[src/rtl/eco32_alu_pkg.sv]
// ECO32 ALU shared encodings.
// Holds the 3-bit operation and comparison select encodings. The top level
// and the comparison unit both import these encodings.
package eco32_alu_pkg;

  typedef enum logic [2:0] {
    OP_ADD  = 3'd0,
    OP_SUB  = 3'd1,
    OP_AND  = 3'd2,
    OP_OR   = 3'd3,
    OP_XOR  = 3'd4,
    OP_XNOR = 3'd5,
    OP_HIGH = 3'd6
  } alu_op_e;

  typedef enum logic [2:0] {
    CMP_EQUAL         = 3'd0,
    CMP_NOT_EQUAL     = 3'd1,
    CMP_LESS_THAN     = 3'd2,
    CMP_LESS_EQUAL    = 3'd3,
    CMP_GREATER_THAN  = 3'd4,
    CMP_GREATER_EQUAL = 3'd5
  } alu_cmp_e;

endpackage

[src/rtl/eco32_alu_compare.sv]
// ECO32 ALU comparison unit (combinational).
// Ports:
//   left_operand, right_operand  operands A and B
//   signed_comparison            1 = two's-complement, 0 = unsigned ordering
//   comparison_operation         comparison select (alu_cmp_e); 6/7 give 0
//   flag                         comparison outcome
module eco32_alu_compare
  import eco32_alu_pkg::*;
#(
  parameter int unsigned WIDTH = 32
) (
  input  logic [WIDTH-1:0] left_operand,
  input  logic [WIDTH-1:0] right_operand,
  input  logic             signed_comparison,
  input  logic [2:0]       comparison_operation,
  output logic             flag
);

  logic [WIDTH:0] diff;
  logic           carry;
  logic           zero;
  logic           negative;
  logic           overflow;
  logic           less;
  logic           less_equal;

  // Single subtractor A + ~B + 1; carry-out set means A >= B unsigned.
  assign diff     = {1'b0, left_operand} + {1'b0, ~right_operand} + {{WIDTH{1'b0}}, 1'b1};
  assign carry    = diff[WIDTH];
  // A - B wraps to zero only when the operands are equal.
  assign zero     = (diff[WIDTH-1:0] == '0);
  assign negative = diff[WIDTH-1];
  // Overflow only possible when operand signs differ and the result sign
  // disagrees with A.
  assign overflow = (left_operand[WIDTH-1] != right_operand[WIDTH-1]) &&
                    (diff[WIDTH-1] != left_operand[WIDTH-1]);

  assign less       = signed_comparison ? (negative ^ overflow) : ~carry;
  assign less_equal = less | zero;

  always_comb begin
    flag = 1'b0;
    case (comparison_operation)
      CMP_EQUAL:         flag = zero;
      CMP_NOT_EQUAL:     flag = ~zero;
      CMP_LESS_THAN:     flag = less;
      CMP_LESS_EQUAL:    flag = less_equal;
      CMP_GREATER_THAN:  flag = ~less_equal;
      CMP_GREATER_EQUAL: flag = ~less;
      default:           flag = 1'b0;
    endcase
  end

endmodule

[src/rtl/eco32_alu.sv]
// ECO32 execute-stage ALU, one cycle latency.
// Ports:
//   clk, reset_n               clock (rising edge), async active-low reset
//   in_valid                   inputs valid this cycle
//   operation                  arithmetic/logic select (alu_op_e); 7 gives 0
//   left_operand/right_operand operands A and B
//   signed_comparison          signed (1) / unsigned (0) ordering
//   comparison_operation       comparison select (alu_cmp_e)
//   out_valid                  registered in_valid
//   result                     registered operation result
//   comparison_result          registered comparison flag
// Result registers load every cycle; consumers qualify them with out_valid.
module eco32_alu
  import eco32_alu_pkg::*;
#(
  parameter int unsigned WIDTH = 32
) (
  input  logic             clk,
  input  logic             reset_n,
  input  logic             in_valid,
  input  logic [2:0]       operation,
  input  logic [WIDTH-1:0] left_operand,
  input  logic [WIDTH-1:0] right_operand,
  input  logic             signed_comparison,
  input  logic [2:0]       comparison_operation,
  output logic             out_valid,
  output logic [WIDTH-1:0] result,
  output logic             comparison_result
);

  logic [WIDTH-1:0] op_result;
  logic             cmp_flag;

  always_comb begin
    op_result = '0;
    case (operation)
      OP_ADD:  op_result = left_operand + right_operand;
      OP_SUB:  op_result = left_operand - right_operand;
      OP_AND:  op_result = left_operand & right_operand;
      OP_OR:   op_result = left_operand | right_operand;
      OP_XOR:  op_result = left_operand ^ right_operand;
      OP_XNOR: op_result = ~(left_operand ^ right_operand);
      OP_HIGH: op_result = {right_operand[WIDTH/2-1:0], {(WIDTH/2){1'b0}}};
      default: op_result = '0;
    endcase
  end

  eco32_alu_compare #(
    .WIDTH(WIDTH)
  ) u_compare (
    .left_operand        (left_operand),
    .right_operand       (right_operand),
    .signed_comparison   (signed_comparison),
    .comparison_operation(comparison_operation),
    .flag                (cmp_flag)
  );

  always_ff @(posedge clk or negedge reset_n) begin
    if (!reset_n) begin
      out_valid         <= 1'b0;
      result            <= '0;
      comparison_result <= 1'b0;
    end else begin
      out_valid         <= in_valid;
      result            <= op_result;
      comparison_result <= cmp_flag;
    end
  end

endmodule

[config.mk]
export PLATFORM = sky130hd
export DESIGN_NAME = eco32_alu
export DESIGN_NICKNAME = d
export VERILOG_FILES = /design/src/rtl/eco32_alu_pkg.sv /design/src/rtl/eco32_alu_compare.sv /design/src/rtl/eco32_alu.sv
export SDC_FILE = /design/constraint.sdc
export NUM_CORES = 1
export LEC_CHECK = 0
export ABC_AREA = 1
export CAP_MARGIN = 20
export CELL_PAD_IN_SITES_DETAIL_PLACEMENT = 1
export CELL_PAD_IN_SITES_GLOBAL_PLACEMENT = 1
export CORE_UTILIZATION = 43
export CTS_CLUSTER_SIZE = 20
export DETAILED_ROUTE_END_ITERATION = 6
export GPL_TIMING_DRIVEN = 0
export PLACE_DENSITY = 0.95
export SLEW_MARGIN = 20
export SYNTH_ARGS = -nofsm -noshare
export SYNTH_HDL_FRONTEND = slang
export SYNTH_HIERARCHICAL = 1
export SYNTH_SLANG_ARGS = --single-unit
export TNS_END_PERCENT = 1
[constraint.sdc]
create_clock -name clk -period 0.8 [get_ports clk]
set_input_delay 0.24 -clock clk [delete_from_list [all_inputs] [get_ports clk]]
set_output_delay 0.24 -clock clk [all_outputs]
set_load 0.02 [all_outputs]
==> flow_metrics.tcl, run 1 <==
set metrics [dict create \
    port_buffers 107 \
    overflow 4 \
    die_y_um 149.3 \
    htree_levels 2 \
    yosysWarnings 6 \
    synth_top_cells_by_count "nand2_1 (591), inv_1 (365), nor2_1 (156)" \
    synth_nets 1917 \
    ios 108 \
    synth_cell_types 42 \
    grt_antenna_before_repair 8 \
    synth_edf_count 0 \
    track_usage 0.6707 \
    status "stopped before the end" \
    error "[ERROR GRT-0232] Routing congestion too high. Check the congestion heatmap in the GUI." \
    grt_max_degree 30 \
    ys.flop_type "dfrtp_1" \
    synthCells 1712 \
    synth_top_cell_by_area "nand2_1" \
    netlist_area_um2 9330 \
    synth.yosys.seq_area_share 0.09119 \
    worst-ep-kind "sequential cell input" \
    finalWeightedCongestion 0.9866 \
    synth_top_area_frac 0.2378 \
    fp-row-count 53 \
    clockBufferDepth 2 \
    ys_seq_elements 34 \
    async_flop_share 1.000 \
    dpl.hpwl_um 34550 \
    cts.root.buffer_cell "clkbuf_16" \
    postGrtWorstEndpoint "comparison_result$_DFF_PN0_/D" \
    die_x_um 149.3 \
    synth.most_common_cell "nand2_1" \
    dp_cells 2095 \
    cts_num_sinks 34 \
    lastStage "global routing" \
    syn_avg_cell_area_um2 5.450 \
    numCtsBuffers 5 \
    netlist_top_cells_area "nand2_1 (24%), ha_1 (17%), inv_1 (15%)" \
    initial_core_util 0.4411 \
]
==> timing repair <==
item / 4_1_cts
setup buffers: 59
endpoints found under the hold margin: 5
endpoints found under the setup margin: 67
gates resized for setup: 635
hold buffers: 1
pin swaps: 72
==> stage by stage <==
stage | utilization | hold slack [ns] | TNS [ns] | setup WS (ns) | instance area [um2]
floorplan | - | -0.05559 | -49.82 | -2.049 | 9495
global placement | 0.5158 | 0.6872 | -148.73 | -3.664 | 10910
detailed placement | 0.5165 | 0.09002 | -108.18 | -3.747 | 10930
CTS | 0.5604 | 0.3155 | -73.78 | -2.488 | 11850
==> logic make-up after synthesis <==
logic type / count (synthesis) / synth area share
DFF: 34 / 0.09119
buffers and inverters: 391 / 0.1613
xor gates and xnor gates: 34 / 0.03192
AOI/OAI and AO/OA: 152 / 0.09360
and+or+nand+nor: 970 / 0.4439
adders and majority gates: 131 / 0.1781
==> metal layers <==
layer / GRT usage / overflow
met1: 0.6799 / 0
met5: 0.04773 / 0
met4: 0.6781 / 3
met3: 0.4471 / 0
met2: 0.8898 / 1
==> inputs of run 2 (changes only) <==
Settings changed: CELL_PAD_IN_SITES_DETAIL_PLACEMENT 1 to not set, CELL_PAD_IN_SITES_GLOBAL_PLACEMENT 1 to not set, CORE_UTILIZATION 43 to 35, CTS_CLUSTER_SIZE 20 to not set, PLACE_DENSITY 0.95 to not set, PLACE_DENSITY_LB_ADDON set to 0.15.
==> flow_metrics.tcl, run 2 <==
set metrics [dict create \
    status "finished with violations" \
    violations "DRC, hold timing, setup timing" \
    crit_path_end_kind "flop" \
    finalWeightedCongestion 0.9794 \
    synth_cell_types 42 \
    p_clk_frac 0.188 \
    critPathRequiredTime_ns 1.04 \
    final_area_um2 11740 \
    ios 108 \
    fin_crit_ns 3.287 \
    max_cap_violations 0 \
    layout-drive-gt1-share 0.1834 \
    htree_levels 2 \
    slew_headroom 0.5141 \
    rsz0062_at_grt "yes" \
    overflow 0 \
    synth_nets 1917 \
    drc 15 \
    finalCritPeriodShare 4.109 \
    core_um2 26130 \
    fin_hold_ws_ns -0.1218 \
    total_power_mw 12.80 \
    clockBufferDepth 2 \
    hp-class "input port to async pin" \
    seqPwrFrac 0.160 \
    fin_nets 2074 \
    viasPerCell 4.908 \
    hold_violations 13 \
    cp_max_fo 7 \
    start_kind "input port" \
    grt_pass1_vias 10290 \
    cellPowerDensity_nw_per_um2 1090 \
    netlist_top_cells_area "nand2_1 (24%), ha_1 (17%), inv_1 (15%)" \
    worst_slack_ns -2.487 \
    postRouteAntennaNets 0 \
    fmax_mhz 304.2 \
    crit_arrival_ns 3.53 \
    placed_area_um2 11010 \
    ys.flop_type "dfrtp_1" \
    drv_slew 0 \
    yosysWarnings 6 \
    drt_iter0_drc 804 \
    instances_no_fill 2206 \
    async_flop_share 1.000 \
    grt_antenna_before_repair 1 \
    max_stage_delay_ns 0.68 \
    grt_pass1_wl_um 56120 \
    comb_power_share 0.652 \
    die_y_um 165.3 \
    wl_per_cell_um 16.97 \
    reg_top3 "result x32, comparison_result x1, out_valid x1" \
    syn_avg_cell_area_um2 5.450 \
    crit_top_cell "nand2_2" \
    cts.root.buffer_cell "clkbuf_16" \
    synth_top_cell_by_area "nand2_1" \
    regMostFlops "result" \
    dp_cells 2155 \
    synth.most_common_cell "nand2_1" \
    finalSetupViolations 67 \
    dpl.hpwl_um 31410 \
    ys_seq_elements 34 \
    routed_wl_um 37450 \
    layout_commonest_cell "nand2_1" \
    track_usage 0.2761 \
    grt_max_degree 22 \
    syn_to_final_growth_pct 25.83 \
    die_x_um 165.3 \
    tightest_slew_ns 0.7288 \
    dieArea_um2 27310 \
    cts_num_sinks 34 \
    synth.yosys.seq_area_share 0.09119 \
    worstSetupPathType "input port to flop" \
    numCtsBuffers 5 \
    synthCells 1712 \
    port_buffers 107 \
    initial_core_util 0.3570 \
    cts_tree "yes" \
    path_clk_slew_ns 0.07 \
    leakage_nw 6.851 \
    p_switching_mw 6.302 \
    netlist_area_um2 9330 \
    crit_buf_inv 2 \
    largest_reg_flops 32 \
    cp_slowest_cell "fa_2" \
    synth_top_cells_by_count "nand2_1 (591), inv_1 (365), nor2_1 (156)" \
    via_count 10830 \
    cp_top_family "simple AND/OR/NAND/NOR gates" \
    synth_top_area_frac 0.2378 \
    dr.pass1.iters 7 \
    swShare 0.4923 \
    intPower_mw 6.500 \
    fp-row-count 59 \
    peakVddDrop_v 0.0006382 \
    layout_common_cells "nand2_1 (563), inv_1 (345), nor2_1 (138)" \
    synth_edf_count 0 \
]
run 2: through the flow:
| stage | utilization | hold slack (ns) | setup TNS, ns | worst slack [ns] |
|---|---|---|---|---|
| finish | 0.4492 | -0.1218 | -73.78 | -2.487 |
| global route | 0.4492 | -0.09041 | -80.71 | -2.760 |
| CTS | 0.4348 | -0.1075 | -75.67 | -2.503 |
| detailed placement | 0.4212 | 0.2167 | -105.19 | -3.736 |
| global placement | 0.4204 | 0.6860 | -156.66 | -3.715 |
| floorplan | - | -0.05559 | -49.82 | -2.049 |
run 2: area by class of cell:
| cell class | instances | area [um2] |
|---|---|---|
| Clock inverter | 3 | 45.04 |
| Buffer | 18 | 118.9 |
| Multi-Input combinational cell | 1287 | 7702 |
| Timing Repair Buffer | 150 | 1072 |
| Tap cell | 335 | 419.2 |
| Antenna cell | 1 | 2.502 |
| Sequential cell | 34 | 850.8 |
| Inverter | 373 | 1404 |
| Fill cell | 2920 | 14390 |
| Clock buffer | 5 | 125.1 |
run 2: cells by family after synthesis:
family,count (synthesis),synth area share
XOR/XNOR,34,0.03192
buffers and inverters,391,0.1613
adder cells (fa/ha/maj),131,0.1781
flip-flops,34,0.09119
AND/OR/NAND/NOR,970,0.4439
AO/OA/AOI/OAI,152,0.09360
run 2: path summary, 6_finish.rpt:
check / from / to / cells after the start
max: left_operand[2] / comparison_result$_DFF_PN0_ / 29
min: reset_n / result[16]$_DFF_PN0_ / 1
max in group asynchronous: reset_n / result[22]$_DFF_PN0_ / 2
min in group clk: right_operand[2] / result[2]$_DFF_PN0_ / 4
run 2: repair_timing:
item | 4_1_cts | 5_1_grt
pin swaps | 35 | 32
endpoints found under the setup margin | 67 | 67
endpoints found under the hold margin | 13 | 13
buffers inserted | 29 | 13
gates resized for setup | 472 | 125
run 2: power by group through the flow:
stage / registers (mW) / logic [mW] / clock network, mW
6_report: 2.05 / 8.35 / 2.41
5_1_grt: 2.08 / 9.26 / 2.52
4_1_cts: 2.04 / 7.83 / 2.44
3_5_place_dp: 2.08 / 7.76 / 0
3_3_place_gp: 2.08 / 7.69 / 0
2_1_floorplan: 2.43 / 4.63 / 0
run 2: metal layers:
metal / global-route usage / routed length [um] / vias up
met2: 0.4791 / 17610 / 270
met1: 0.3514 / 16870 / 4883
li1: - / - / 5607
met5: 0 / 0 / -
met3: 0.01873 / 1474 / 66
met4: 0.1143 / 1498 / 0
No activity file was read; power rests on OpenSTA's default activity.
==> inputs of run 3 (changes only) <==
Settings changed: CELL_PAD_IN_SITES_DETAIL_PLACEMENT set to 0, CELL_PAD_IN_SITES_GLOBAL_PLACEMENT set to 2, CORE_UTILIZATION 35 to 32.
==> flow_metrics.tcl, run 3 (same netlist as run 2, synthesis figures left out) <==
set metrics [dict create \
    grt_pass1_vias 10640 \
    cts.root.buffer_cell "clkbuf_16" \
    place_ws_ns -3.848 \
    htree_levels 2 \
    fin_nets 2110 \
    critPathRequiredTime_ns 1.02 \
    crit_path_end_kind "flop" \
    leakage_nw 7.202 \
    regMostFlops "result" \
    finalCritPeriodShare 4.004 \
    numCtsBuffers 5 \
    tightest_slew_ns 0.6483 \
    routed_wl_um 39560 \
    fill_cells 3211 \
    drc 0 \
    via_count 10960 \
    hp-class "input port to async pin" \
    critical_path.cell_chain "clkdlybuf4s50_1 -> ha_1 -> nand2_2 -> nand2_2 -> a21oi_2 -> fa_2 -> nand3_2 -> nor2_1 -> nand3_1 -> nor2_1 -> nand3_1 -> nor2_1 -> nand2_1 -> nor2_2 -> nand3_1 -> nor2_1 -> nand3_1 -> nand2_1 -> nor2_1 -> nand2_1" \
    viasPerCell 4.787 \
    fin_crit_ns 3.204 \
    largest_reg_flops 32 \
    path_depth 20 \
    ios 108 \
    placed_area_um2 11060 \
    dpl.hpwl_um 33470 \
    worst_slack_ns -2.404 \
    worstSetupPathType "input port to flop" \
    die_x_um 172.8 \
    max_stage_delay_ns 0.69 \
    die_y_um 172.8 \
    crit_arrival_ns 3.42 \
    drt_iter0_drc 611 \
    slew_headroom 0.5678 \
    max_cap_violations 0 \
    peakVddDrop_v 0.0007066 \
    final_area_um2 12550 \
    fmax_mhz 312.1 \
    reg_top3 "result x32, comparison_result x1, out_valid x1" \
    antenna_cells 0 \
    core_um2 28700 \
    crit_buf_inv 1 \
    startpoint "left_operand[29]" \
    cts_tree "yes" \
    crit_top_cell "nor2_1" \
    start_kind "input port" \
    crit_end "comparison_result$_DFF_PN0_" \
    cellPowerDensity_nw_per_um2 1069 \
    status "finished with violations" \
    port_buffers 107 \
    initial_core_util 0.3251 \
    cp_top_family "simple AND/OR/NAND/NOR gates" \
    dr.pass1.iters 7 \
    finalWeightedCongestion 0.9367 \
    path_clk_slew_ns 0.06 \
    postRouteAntennaNets 0 \
    drv_slew 0 \
    fp-row-count 62 \
    hold_violations 0 \
    syn_to_final_growth_pct 34.54 \
    cts_num_sinks 34 \
    dieArea_um2 29840 \
    violations "setup timing" \
    track_usage 0.2594 \
    rsz0062_at_grt "yes" \
    wl_per_cell_um 17.28 \
    layout-drive-gt1-share 0.2167 \
    finalSetupViolations 67 \
    clockBufferDepth 2 \
    grt_max_degree 30 \
    grt_pass1_wl_um 59400 \
    dp_cells 2204 \
    layout_common_cells "nand2_1 (545), inv_1 (328), nor2_1 (138)" \
    instances_no_fill 2290 \
    cp_max_fo 5 \
    overflow 0 \
    grt_antenna_before_repair 0 \
    layout_commonest_cell "nand2_1" \
    cp_slowest_cell "fa_2" \
]
run 3: cell types whose count changed in the layout (fill, tap and decap cells not counted), moves of 12 or more:
cell / before / now
buf_12: 0 / 12
buf_2: 66 / 40
buf_4: 66 / 90
nand2_1: 563 / 545
inv_1: 345 / 328
buf_6: 12 / 31
run 3: where the power goes:
group / internal [mW] / leakage (nW) / switching [mW]
Combinational: 3.49 / 6.71 / 5.55
Clock: 1.48 / 0.0781 / 0.852
Sequential: 1.98 / 0.417 / 0.0644
Total: 6.95 / 7.20 / 6.47
run 3: metal layers:
layer,vias to the layer above,GRT usage,routed length [um]
met5,-,0,0
met4,0,0.09292,1454
met3,59,0.01231,1230
met2,241,0.4508,18640
met1,4979,0.3401,18240
li1,5683,-,-
run 3: layout make-up:
type	instances	area, um2	area share
clock inverters	1	30.03	0.002392
plain buffers	18	113.9	0.009070
clock buffers	7	132.6	0.01057
inverters	373	1424	0.1134
repair buffers	186	1699	0.1354
multi-input cells	1287	7823	0.6231
flip-flops and latches	34	850.8	0.06778
well taps	384	480.5	0.03827
run 3: how the worst min path moves through the flow:
stage	from	endpoint	slack, ns
floorplan	reset_n	comparison_result$_DFF_PN0_	-0.06
global placement	in_valid	out_valid$_DFF_PN0_	0.69
detailed placement	reset_n	result[28]$_DFF_PN0_	0.09
CTS	reset_n	result[28]$_DFF_PN0_	0.32
global route	reset_n	result[28]$_DFF_PN0_	0.35
finish	reset_n	comparison_result$_DFF_PN0_	0.33
run 3: metrics by stage:
| stage | util | total power, mW | setup TNS, ns | hold WS, ns |
|---|---|---|---|---|
| after floorplan | - | 7.061 | -49.82 | -0.05559 |
| after global placement | 0.3849 | 9.977 | -152.13 | 0.6886 |
| after detailed placement | 0.3854 | 9.996 | -107.56 | 0.08794 |
| after CTS | 0.4098 | 12.76 | -74.03 | 0.3159 |
| after global routing | 0.4374 | 14.44 | -80.33 | 0.3549 |
| final | 0.4374 | 13.42 | -74.02 | 0.3267 |
run 3: repair_timing:
action                                  in CTS  in global routing
hold buffers                                 1                  0
setup buffers                               45                 32
endpoints found under the setup margin      67                 90
pin swaps                                   56                 75
cloned                                       0                  0
gates resized for setup                    586                181
hold endpoints to repair                     5                  0
==> inputs of run 4 (changes only) <==
Settings changed: CAP_MARGIN 20 to not set.
==> results of run 4 <==
Same layout as run 3: the final DEF is identical, and so are final timing and power.
